### config.mk
export PLATFORM = sky130hd
export DESIGN_NAME = li_serializer_flat
export DESIGN_NICKNAME = d
export VERILOG_FILES = /design/src/rtl/li_serializer_pkg.sv /design/src/rtl/li_serializer_if.sv /design/src/rtl/li_serializer.sv /design/src/flat_wrapper.sv
export SDC_FILE = /design/constraint.sdc
export NUM_CORES = 1
export LEC_CHECK = 0
export CAP_MARGIN = 20
export CORE_ASPECT_RATIO = 1.2
export CORE_MARGIN = 4
export CORE_UTILIZATION = 30
export CTS_CLUSTER_SIZE = 20
export DETAILED_ROUTE_END_ITERATION = 16
export DONT_BUFFER_PORTS = 1
export PLACE_DENSITY = 0.44
export SKIP_LAST_GASP = 1
export SLEW_MARGIN = 0
export SYNTH_ARGS = -nofsm -noshare
export SYNTH_HDL_FRONTEND = slang
export SYNTH_SLANG_ARGS = --single-unit
### constraint.sdc
create_clock -name clk -period 1.9 [get_ports clk]
set_input_delay 0.38 -clock clk [delete_from_list [all_inputs] [get_ports clk]]
set_output_delay 0.38 -clock clk [all_outputs]
set_load 0.005 [all_outputs]
### src/rtl/li_serializer_pkg.sv
// li_pkg: shared definitions for the latency-insensitive (valid/bp) serializer.
//   li_state_e : slot occupancy state (EMPTY/BUSY)
//   clog2      : ceiling log2 for elaboration-time width derivation
//   fire       : handshake transfer condition (valid && !bp)
package li_pkg;

  typedef enum logic {
    EMPTY = 1'b0,
    BUSY  = 1'b1
  } li_state_e;

  function automatic int unsigned clog2(input int unsigned v);
    int unsigned r;
    int unsigned x;
    r = 0;
    x = 1;
    while (x < v) begin
      x = x << 1;
      r = r + 1;
    end
    return r;
  endfunction

  function automatic logic fire(input logic valid, input logic bp);
    return valid & ~bp;
  endfunction

endpackage

### src/rtl/li_serializer_if.sv
// li_serializer_if: wide input channel and narrow output channel of the
// serializer, both using the valid/bp handshake.
//   d/d_valid/d_bp        : wide token in (Ratio*BeatWidth bits)
//   q/q_valid/q_last/q_bp : narrow beat out, q_last marks the final beat
//   slave  : serializer side
//   master : environment side (wide producer + narrow consumer)
interface li_serializer_if #(
  parameter int unsigned BeatWidth = 8,
  parameter int unsigned Ratio     = 4
) ();

  logic [BeatWidth*Ratio-1:0] d;
  logic                       d_valid;
  logic                       d_bp;
  logic [BeatWidth-1:0]       q;
  logic                       q_valid;
  logic                       q_last;
  logic                       q_bp;

  modport slave (
    input  d, d_valid, q_bp,
    output d_bp, q, q_valid, q_last
  );

  modport master (
    output d, d_valid, q_bp,
    input  d_bp, q, q_valid, q_last
  );

endinterface

### src/rtl/li_serializer.sv
// li_serializer: width down-converter for valid/bp channels. Accepts one wide
// token and emits it as Ratio beats, least-significant beat first, flagging
// the final beat with q_last. The next token is accepted on the same edge the
// last beat leaves, so the narrow side runs at full throughput.
//   clk   : rising-edge clock
//   reset : asynchronous, active-high; drops any partially sent token
//   bus   : li_serializer_if.slave (d/d_valid/d_bp in, q/q_valid/q_last/q_bp out)
module li_serializer
  import li_pkg::*;
#(
  parameter int unsigned BeatWidth = 8,
  parameter int unsigned Ratio     = 4
) (
  input  logic              clk,
  input  logic              reset,
  li_serializer_if.slave    bus
);

  localparam int unsigned CountWidth = (clog2(Ratio) > 0) ? clog2(Ratio) : 1;
  localparam logic [CountWidth-1:0] LastIdx = CountWidth'(Ratio - 1);

  li_state_e                  state_q, state_d;
  logic [CountWidth-1:0]      idx_q, idx_d;
  logic [BeatWidth*Ratio-1:0] hold_q, hold_d;

  logic                       full;
  logic                       out_go;
  logic                       last_go;
  logic                       in_go;
  logic                       d_bp;
  logic [BeatWidth-1:0]       q_mux;

  always_comb begin
    full    = (state_q == BUSY);
    out_go  = fire(full, bus.q_bp);
    last_go = out_go && (idx_q == LastIdx);
    // q_bp reaches d_bp combinationally so a waiting token can refill the
    // slot on the very edge the last beat departs.
    d_bp    = full && !last_go;
    in_go   = fire(bus.d_valid, d_bp);

    state_d = state_q;
    idx_d   = idx_q;
    hold_d  = hold_q;
    // in_go is only possible when EMPTY or on last_go, so it covers both the
    // initial load and the bubble-free reload.
    if (in_go) begin
      hold_d  = bus.d;
      idx_d   = '0;
      state_d = BUSY;
    end else if (last_go) begin
      idx_d   = '0;
      state_d = EMPTY;
    end else if (out_go) begin
      idx_d   = idx_q + CountWidth'(1);
    end
  end

  always_ff @(posedge clk or posedge reset) begin
    if (reset) begin
      state_q <= EMPTY;
      idx_q   <= '0;
    end else begin
      state_q <= state_d;
      idx_q   <= idx_d;
    end
  end

  // Data register carries no reset; q is meaningless while q_valid is low.
  always_ff @(posedge clk) begin
    hold_q <= hold_d;
  end

  // Beat select written as a mux over constant part-selects so no index can
  // ever address past the hold register, including the Ratio=1 case.
  always_comb begin
    q_mux = '0;
    for (int unsigned i = 0; i < Ratio; i++) begin
      if (idx_q == CountWidth'(i)) begin
        q_mux = hold_q[i*BeatWidth +: BeatWidth];
      end
    end
  end

  assign bus.d_bp    = d_bp;
  assign bus.q       = q_mux;
  assign bus.q_valid = full;
  assign bus.q_last  = full && (idx_q == LastIdx);

  a_d_stable_under_bp : assert property (
    @(posedge clk) disable iff (reset)
    (bus.d_valid && d_bp) |=> $stable(bus.d)
  );

  a_idx_in_range : assert property (
    @(posedge clk) disable iff (reset)
    idx_q <= LastIdx
  );

endmodule

### src/flat_wrapper.sv
// flat-port wrapper written by rule: the top's interface ports become plain ports
module li_serializer_flat import li_pkg::*;
#(
  parameter int unsigned BeatWidth = 8,
  parameter int unsigned Ratio     = 4
)
  (clk, reset, bus_d, bus_d_valid, bus_q_bp, bus_d_bp, bus_q, bus_q_valid, bus_q_last);
  li_serializer_if #(.BeatWidth(BeatWidth), .Ratio(Ratio)) bus_i ();
  input  logic clk;
  input  logic reset;
  input wire logic [$bits(bus_i.d)-1:0] bus_d;
  input wire logic [$bits(bus_i.d_valid)-1:0] bus_d_valid;
  input wire logic [$bits(bus_i.q_bp)-1:0] bus_q_bp;
  output wire logic [$bits(bus_i.d_bp)-1:0] bus_d_bp;
  output wire logic [$bits(bus_i.q)-1:0] bus_q;
  output wire logic [$bits(bus_i.q_valid)-1:0] bus_q_valid;
  output wire logic [$bits(bus_i.q_last)-1:0] bus_q_last;
  assign bus_i.d = bus_d;
  assign bus_i.d_valid = bus_d_valid;
  assign bus_i.q_bp = bus_q_bp;
  assign bus_d_bp = bus_i.d_bp;
  assign bus_q = bus_i.q;
  assign bus_q_valid = bus_i.q_valid;
  assign bus_q_last = bus_i.q_last;
  li_serializer #(.BeatWidth(BeatWidth), .Ratio(Ratio)) u_core (.clk(clk), .reset(reset), .bus(bus_i));
endmodule
==> out/summary.json, run 1 <==
{
  "drt_drc_violations_left": 0,
  "share_of_the_yosys_chip_area_belonging_to_registers_pct": 74.5,
  "tritoncts": "built",
  "critical_path_cell_count": 5,
  "clk_latency_ns": 0.28,
  "synthesis.yosys.warnings": 0,
  "drv_slew": 0,
  "fin_crit_sh_pct": 100,
  "synth_simple_gate_area_share_pct": 5.85,
  "worstMarginPinSlew_ns": 0.294,
  "first_pass_grt_wire_length_um": 4130,
  "cts.clk_slew.worst_paths_ns": 0.07,
  "grt_antenna_before_repair": 0,
  "area.sequential_sq_um": 1040,
  "worst_setup_path_end_kind": "output port",
  "via_count": 797,
  "slew_headroom_pct": 80.3,
  "use_met3_pct": 5.81,
  "count_of_clock_tree_sinks": 35,
  "layout-area-overhead-vs-synth_pct": 25.4,
  "h-tree-depth": 2,
  "vdd_drop_max_v": 0.000568,
  "crit_path_top_delay_cell": "dfrtp_2",
  "timing.hold.ws_ns": 0.188,
  "grt_use_met1_pct": 10.4,
  "multi_input_comb_area_sq_um": 443,
  "port-buffer-count": 0,
  "mostFrequentLayoutCells": "edfxtp_1, a22oi_2, o22ai_1, a21oi_2",
  "timing.hold.worst.class": "in -> reg",
  "cpPeakStageDelay_ns": 0.48,
  "io_pins": 47,
  "post-route-min-period_ns": 1.91,
  "totalNegativeSetupSlack_ns": -0.00513,
  "maximum_number_of_pins_on_one_net_before_global_route_repair": 33,
  "run_status": "finished with violations",
  "postSynthAreaPerCell_sq_um": 15.4,
  "violated_checks": "negative setup slack",
  "cp.arrival_ns": 1.53,
  "max_freq_ghz": 0.525,
  "global_route.usage.met2_pct": 15.4,
  "synth.cell_area_sq_um": 1390,
  "timing.critical_path.from_type": "flop",
  "first_global_vias": 854,
  "report.final.hold_viol_count": 0,
  "share_of_the_synthesized_area_in_compound_gates_ao_oa_aoi_oai_pct": 12.5,
  "fp-row-count": 26,
  "grt-ovfl-total": 0,
  "buffering_stage_count_on_the_worst_path_with_inverters_included": 1,
  "timing.max_cap.violations": 0,
  "design.final.nets": 141,
  "yosys-mux-area-fraction_pct": 0,
  "clock_tree.root_cell": "clkbuf_8",
  "die_y_um": 82.6,
  "setup_viol_count_final": 1,
  "antenna-diode-count": 0,
  "worst-r2r-cell-count": 5,
  "layout_commonest_cell": "edfxtp_1",
  "filler_cell_count": 426,
  "post_dp_hpwl_um": 1980,
  "final-instance-count-excl-fill": 158,
  "design.die.area_sq_um": 5790,
  "whs_path_depth": 0,
  "power-per-cell-area_nw_per_um2": 1530,
  "global_route.usage.total_pct": 10.1,
  "largest_family_of_logic_cells_by_synthesized_area": "compound AO/OA/AOI/OAI gates",
  "drt_wl_total_um": 2750,
  "cts_buffers": 5,
  "dr.first_iter.drc_count": 19,
  "rsz0062_at_grt": "yes",
  "chipWidth_um": 70.1,
  "timing.clock.skew_ns": 0.00349,
  "core_sq_um": 4360,
  "leakage_nw": 0.547,
  "layout_setup_ws_ns": -0.00513,
  "crit_path_cell_trace": "inv_4, ha_4, or3b_1, o21ai_2, a31oi_2",
  "syn-instance-count": 90,
  "worstPathRequired_ns": 1.52,
  "drt_pre_antenna_iters": 3,
  "cp_max_fo": 4,
  "yosys.cell_types.count": 22,
  "layout_cell_share_with_drive_strength_beyond_1_pct": 43.1,
  "wl_per_cell_um": 17.4,
  "critPathTopFamily": "flip-flops",
  "ant_nets": 0,
  "placedCellCount": 145,
  "final_core_util_pct": 40.0,
  "yosys.area_share.xor_xnor_pct": 0,
  "routabilityCongestion": 0.820,
  "timing.setup.critical_path_class": "reg -> out",
  "cts_buffer_depth": 2,
  "synth_fa_ha_area_share_pct": 3.60,
  "synth_seq_cells": 35,
  "avgViaCountPerCell": 5.04,
  "initial_util_pct": 31.9,
  "most_used_layer_global_route": "met2",
  "synthesized_net_count": 130
}
## power by group
group	internal [mW]	leakage, nW	switching (mW)
Sequential	0.976	0.323	0.0992
Combinational	0.489	0.183	0.590
Clock	0.256	0.0412	0.253
## worst register-to-register path, stage by stage, from the launching register on
cell	delay, ns
dfrtp_2	0.47
ha_4	0.22
inv_2	0.10
o21ai_2	0.17
and2_2	0.19
buf_12	0.20
## Yosys cell counts, drive strengths merged
cell    instances  area [sq um]
nor2b           1          8.76
o21ai           2          13.8
or3b            1          8.76
nand2           5          18.8
a21oi           9          45.0
edfxtp         32           961
buf             3          26.3
a31oi           3          18.8
inv             6          22.5
nand2b          1          6.26
or3             1          6.26
nor2            1          3.75
nand3b          2          15.0
o22ai           7          43.8
ha              4          50.1
and2            2          13.8
a22oi           7          52.6
dfrtp           3          75.1
## stage by stage
step           total power [mW]  worst slack, ns  instance area [sq um]
2_1_floorplan              1.59            0.113                   1390
3_3_place_gp               1.75            0.105                   1460
3_5_place_dp               1.76           0.0701                   1460
4_1_cts                    2.69          -0.0150                   1740
5_1_grt                    2.84          -0.0885                   1740
6_report                   2.66         -0.00513                   1740
## metal layers
layer | vias to the layer above | wire length [um]
li1 | 367 | -
met1 | 376 | 1060
met2 | 44 | 1280
met3 | 10 | 292
met4 | 0 | 112
met5 | - | 0
## flip-flops by register name, indices dropped and copies added (netlist names)
signal	count
u_core.idx_q	2
u_core.hold_q	32
u_core.bus.q_valid	1
## timing repair
action | in CTS | in global routing
gates resized for setup | 36 | 1
endpoints found under the setup margin | 8 | 8
pin swaps | 9 | 5
endpoints found under the hold margin | 3 | 0
setup buffers | 4 | 0
hold buffers | 1 | 0
## kinds of logic after synthesis
group,count (synthesis)
flip-flops,35
adder cells (fa/ha/maj),4
buffers and inverters,9
AO/OA/AOI/OAI,28
AND/OR/NAND/NOR,14
## worst paths after layout
path,from,endpoint,slack [ns]
max in group asynchronous,reset,u_core.idx_q[0],1.35
max reg2reg,u_core.idx_q[0],u_core.hold_q[17],0.24
min,bus_d[18],u_core.hold_q[18],0.19
min reg2reg,u_core.bus.q_valid,u_core.idx_q[1],0.64
max,u_core.idx_q[0],bus_q[2],-0.005
min in group asynchronous,reset,u_core.bus.q_valid,0.40
## layout make-up
| cell class | count | share of cell area, % |
|---|---|---|
| multi-input cells | 46 | 25.4 |
| flip-flops and latches | 35 | 59.6 |
| well taps | 56 | 4.02 |
| inverters | 6 | 1.58 |
| clock inverters | 2 | 0.718 |
| repair buffers | 7 | 4.52 |
| clock buffers | 6 | 4.16 |
Power figures use the tool's default switching activity.
==> run 2, diff against run 1 <==
--- a/config.mk
+++ b/config.mk
@@ -12,6 +12,7 @@
 export CTS_CLUSTER_SIZE = 20
 export DETAILED_ROUTE_END_ITERATION = 16
 export DONT_BUFFER_PORTS = 1
+export MAX_ROUTING_LAYER = met4
 export PLACE_DENSITY = 0.44
 export SKIP_LAST_GASP = 1
 export SLEW_MARGIN = 0
==> run 2 against run 1 <==
Against the previous run:
- the flow still finishes with violations (negative setup slack)
- clock skew barely moved
- highest routed layer unchanged
- largest power group unchanged
- first-iteration DRC count is 11% higher
- setup slack lost 0.0016 ns
- wire length up 0.29%
- critical endpoint unchanged
- via count is 0.38% higher
- sequential share of layout area unchanged
- clock power about the same
- sequential cell count is the same
- maximum frequency is essentially flat
==> out/summary.json, run 2 (same netlist as run 1, synthesis figures left out) <==
{
  "slew_headroom_pct": 80.2,
  "h-tree-depth": 2,
  "vdd_drop_max_v": 0.000570,
  "worst_setup_path_end_kind": "output port",
  "max_freq_ghz": 0.524,
  "power_after_layout_mw": 2.66,
  "registers.top_by_ff_count": "u_core.hold_q",
  "wl_per_cell_um": 17.4,
  "first_pass_grt_wire_length_um": 4130,
  "uppermost_routed_layer": "met4",
  "totalNegativeSetupSlack_ns": -0.00672,
  "routed-wl-met2_um": 1290,
  "drt_wl_total_um": 2750,
  "met3_length_um": 219,
  "pre_cts_setup_slack_ns": 0.0701,
  "routabilityCongestion": 0.832,
  "final_core_util_pct": 40.0,
  "run_status": "finished with violations",
  "violated_checks": "negative setup slack",
  "timing.hold.worst.class": "in -> reg",
  "largest_register_ff_count": 32,
  "timing.clock.skew_ns": 0.00321,
  "die_y_um": 82.6,
  "grt_antenna_before_repair": 0,
  "cts_buffers": 5,
  "port-buffer-count": 0,
  "post-route-min-period_ns": 1.91,
  "filler_cell_count": 426,
  "tritoncts": "built",
  "clk_latency_ns": 0.28,
  "core_sq_um": 4360,
  "antenna-diode-count": 0,
  "final_design_area_no_fill_sq_um": 1740,
  "global_route.usage.total_pct": 10.5,
  "fin_crit_sh_pct": 100,
  "layout_setup_ws_ns": -0.00672,
  "placedInstanceArea_sq_um": 1460,
  "dr.first_iter.drc_count": 21,
  "first_global_vias": 851,
  "setup_viol_count_final": 1,
  "area.sequential_sq_um": 1040,
  "worstMarginPinSlew_ns": 0.296,
  "worstPathRequired_ns": 1.52,
  "grt-ovfl-total": 0,
  "design.die.area_sq_um": 5790,
  "multi_input_comb_area_sq_um": 443,
  "cp.arrival_ns": 1.53,
  "timing.critical_path.from_type": "flop",
  "placedCellCount": 145,
  "post_dp_hpwl_um": 1980,
  "layout_cell_share_with_drive_strength_beyond_1_pct": 43.1,
  "timing.max_cap.violations": 0,
  "timing.hold.ws_ns": 0.188,
  "layout-area-overhead-vs-synth_pct": 25.4,
  "chipWidth_um": 70.1,
  "maximum_number_of_pins_on_one_net_before_global_route_repair": 33,
  "report.final.hold_viol_count": 0,
  "met1Wirelength_um": 1140,
  "io_pins": 47,
  "fp-row-count": 26,
  "via_count": 800,
  "rsz0062_at_grt": "yes",
  "mostFrequentLayoutCells": "edfxtp_1, a22oi_2, o22ai_1, a21oi_2",
  "drt_pre_antenna_iters": 2,
  "avgViaCountPerCell": 5.06,
  "cts_buffer_depth": 2,
  "count_of_clock_tree_sinks": 35,
  "cp_max_fo": 4,
  "cts.clk_slew.worst_paths_ns": 0.07,
  "clock_tree.root_cell": "clkbuf_8",
  "drv_slew": 0,
  "final-instance-count-excl-fill": 158,
  "power-per-cell-area_nw_per_um2": 1530,
  "leakage_nw": 0.547,
  "timing.setup.critical_path_class": "reg -> out",
  "layout_commonest_cell": "edfxtp_1",
  "ant_nets": 0,
  "drt_drc_violations_left": 0,
  "initial_util_pct": 31.9,
  "design.final.nets": 141
}
## run 2: cell counts in the layout (fill, tap and decap cells not counted)
No cell type changed its count.
## run 2: critical path, cell delays in order (launching register included)
cell and delay [ns]:
dfrtp_2 0.48, inv_4 0.10, ha_4 0.16, or3b_1 0.36, o21ai_2 0.08, a31oi_2 0.06
## run 2: timing repair
| action | in CTS | in global routing |
|---|---|---|
| pin swaps | 9 | 5 |
| hold buffers | 1 | 0 |
| hold endpoints to repair | 3 | 0 |
| setup endpoints to repair | 8 | 8 |
| buffers inserted | 4 | 0 |
| resized for setup | 36 | 1 |
## run 2: area by class of cell
| cell class | instances | area share (%) |
|---|---|---|
| clock inverter | 2 | 0.718 |
| multi-input combinational | 46 | 25.4 |
| sequential | 35 | 59.6 |
| tap | 56 | 4.02 |
| clock buffer | 6 | 4.16 |
| inverter | 6 | 1.58 |
| timing repair buffer | 7 | 4.52 |
## run 2: metal layers
metal,GRT usage [%],vias up
li1,-,367
met1,11.4,379
met2,15.5,44
met3,4.48,10
met4,7.66,0
met5,-,-
## run 2: final timing paths
kind                                    start            endpoint  slack [ns]  depth (start not counted)
min                                 bus_d[18]   u_core.hold_q[18]        0.19                          0
max reg2reg                   u_core.idx_q[0]    u_core.hold_q[9]        0.23                          5
max                           u_core.idx_q[0]            bus_q[2]      -0.007                          5
min reg2reg                u_core.bus.q_valid     u_core.idx_q[1]        0.64                          1
min in group asynchronous               reset  u_core.bus.q_valid        0.40                          2
max in group asynchronous               reset     u_core.idx_q[0]        1.35                          2
## run 2: report_power, final
part | leakage [nW] | internal, mW | switching (mW)
Clock | 0.0412 | 0.256 | 0.254
Combinational | 0.183 | 0.489 | 0.590
Sequential | 0.323 | 0.976 | 0.0991
Total | 0.547 | 1.72 | 0.943
==> run 3, diff against run 2 <==
--- a/config.mk
+++ b/config.mk
@@ -13,7 +13,7 @@
 export DETAILED_ROUTE_END_ITERATION = 16
 export DONT_BUFFER_PORTS = 1
 export MAX_ROUTING_LAYER = met4
-export PLACE_DENSITY = 0.44
+export PLACE_DENSITY = 0.43
 export SKIP_LAST_GASP = 1
 export SLEW_MARGIN = 0
 export SYNTH_ARGS = -nofsm -noshare
==> constraint.sdc (replaced) <==
create_clock -name clk -period 2.34 [get_ports clk]
set_input_delay 0.468 -clock clk [delete_from_list [all_inputs] [get_ports clk]]
set_output_delay 0.468 -clock clk [all_outputs]
set_load 0.005 [all_outputs]
==> run 3 against run 2 <==
Against the previous run:
- the run now ends clean
- die area unchanged
- cell count decreased by 3.2%
- sequential cell count stayed put
- setup slack improved by 0.15 ns
- worst hold slack better by 0.089 ns
- global-route usage decreased by 0.66 points
- non-clock buffer count fell by 4
- sequential share of layout area grew 6.3 points
- combinational power decreased by 48%
- core utilization fell by 3.9 points
- largest cell class unchanged
==> out/summary.json, run 3 (same netlist as run 1, synthesis figures left out) <==
{
  "final_design_area_no_fill_sq_um": 1570,
  "timing.critical_path.from_type": "flop",
  "dr.first_iter.drc_count": 31,
  "cp.arrival_ns": 1.72,
  "cts_setup_buffers": 0,
  "clock_tree.root_cell": "clkbuf_8",
  "grt-ovfl-total": 0,
  "timing.clock.skew_ns": 0.00851,
  "design.final.nets": 137,
  "timing.hold.worst.class": "in -> reg",
  "power-per-cell-area_nw_per_um2": 1220,
  "initial_util_pct": 31.9,
  "drt_pre_antenna_iters": 5,
  "count_of_clock_tree_sinks": 35,
  "core_sq_um": 4360,
  "final_core_util_pct": 36.1,
  "port-buffer-count": 0,
  "first_global_vias": 790,
  "cp_max_fo": 8,
  "totalNegativeSetupSlack_ns": 0,
  "design.die.area_sq_um": 5790,
  "registers.top_by_ff_count": "u_core.hold_q",
  "io_pins": 47,
  "largest_register_ff_count": 32,
  "cts.clk_slew.worst_paths_ns": 0.07,
  "maximum_number_of_pins_on_one_net_before_global_route_repair": 24,
  "crit_path_cell_trace": "inv_1, ha_1, nor2_1, a31oi_1",
  "h-tree-depth": 2,
  "setup_viol_count_final": 0,
  "post-route-min-period_ns": 2.19,
  "final-instance-count-excl-fill": 153,
  "fin_crit_sh_pct": 93.7,
  "layout-area-overhead-vs-synth_pct": 13.1,
  "fp-row-count": 26,
  "chipWidth_um": 70.1,
  "avgViaCountPerCell": 4.96,
  "timing.max_cap.violations": 0,
  "drt_drc_violations_left": 0,
  "placedInstanceArea_sq_um": 1450,
  "first_pass_grt_wire_length_um": 3950,
  "wl_per_cell_um": 17.7,
  "leakage_nw": 0.522,
  "drv_slew": 0,
  "antenna-diode-count": 0,
  "timing.setup.critical_path_class": "reg -> out",
  "layout_commonest_cell": "edfxtp_1",
  "ant_nets": 0,
  "via_count": 759,
  "cpPeakStageDelay_ns": 0.46,
  "grt_antenna_before_repair": 0,
  "run_status": "finished clean",
  "routabilityCongestion": 0.861,
  "clk_latency_ns": 0.28,
  "layout_cell_share_with_drive_strength_beyond_1_pct": 14.4,
  "global_route.usage.total_pct": 9.83,
  "vdd_drop_max_v": 0.000465,
  "tritoncts": "built",
  "cts_buffer_depth": 2,
  "report.final.hold_viol_count": 0,
  "die_y_um": 82.6,
  "placedCellCount": 145,
  "crit_path_top_delay_cell": "dfrtp_1",
  "cts_buffers": 5,
  "drt_wl_total_um": 2710,
  "worstPathRequired_ns": 1.87,
  "post_dp_hpwl_um": 2080,
  "slew_headroom_pct": 64.3,
  "rsz0062_at_grt": "no",
  "worstMarginPinSlew_ns": 0.534,
  "filler_cell_count": 427,
  "max_freq_ghz": 0.456,
  "mostFrequentLayoutCells": "edfxtp_1, a21oi_1, a22oi_1, o22ai_1",
  "worst_setup_path_end_kind": "output port"
}
==> run 3: timing repair <==
action	in CTS	in global routing
setup endpoints to repair	1	2
cloned	0	0
hold buffers	1	0
endpoints found under the hold margin	3	0
gates resized for setup	1	1
==> run 3: through the flow <==
step	setup WS (ns)	total power [mW]	hold slack, ns
final	0.148	1.91	0.277
after global routing	0.0244	2.03	0.265
after CTS	0.0869	1.94	0.272
after detailed placement	0.297	1.41	0.234
after global placement	0.281	1.40	0.235
after floorplan	0.221	1.29	0.222
==> run 3: path summary, 6_finish.rpt <==
| kind | from | end | slack, ns | cells past startpoint |
|---|---|---|---|---|
| worst max register to register | u_core.idx_q[0] | u_core.hold_q[8] | 0.43 | 5 |
| worst min register to register | u_core.idx_q[1] | u_core.idx_q[1] | 0.62 | 2 |
| min in group asynchronous | reset | u_core.idx_q[0] | 0.50 | 2 |
| worst max-delay path | u_core.idx_q[0] | bus_q[2] | 0.15 | 4 |
| worst min-delay path | bus_d[16] | u_core.hold_q[16] | 0.28 | 0 |
| max in group asynchronous | reset | u_core.idx_q[1] | 1.71 | 2 |
==> run 3: layout make-up <==
| cell class | instances | area (sq um) | area share (%) |
|---|---|---|---|
| Sequential cell | 35 | 1040 | 65.9 |
| Multi-Input combinational cell | 46 | 313 | 19.9 |
| Tap cell | 56 | 70.1 | 4.46 |
| Clock buffer | 5 | 68.8 | 4.38 |
| Clock inverter | 2 | 37.5 | 2.39 |
| Timing Repair Buffer | 3 | 25.0 | 1.59 |
| Inverter | 6 | 22.5 | 1.43 |
==> run 3: routing by layer <==
metal	global-route usage, %	part of all wire [%]	vias up
met5	-	0	-
met4	5.17	2.2	0
met3	4.12	7.5	7
met2	15.2	47	41
met1	10.9	43	355
li1	-	-	356
==> run 3: critical path, delay by kind of cell (launching register included) <==
family	cells	cell delay, ns
buffers and inverters	1	0.10
and+or+nand+nor	1	0.44
DFF	1	0.46
adders and majority gates	1	0.23
AOI/OAI and AO/OA	1	0.22
==> run 3: power breakdown <==
group / internal (mW) / switching (mW) / leakage, nW
clock network: 0.311 / 0.201 / 0.0502
logic: 0.202 / 0.360 / 0.147
registers: 0.788 / 0.0527 / 0.325
total: 1.30 / 0.613 / 0.522
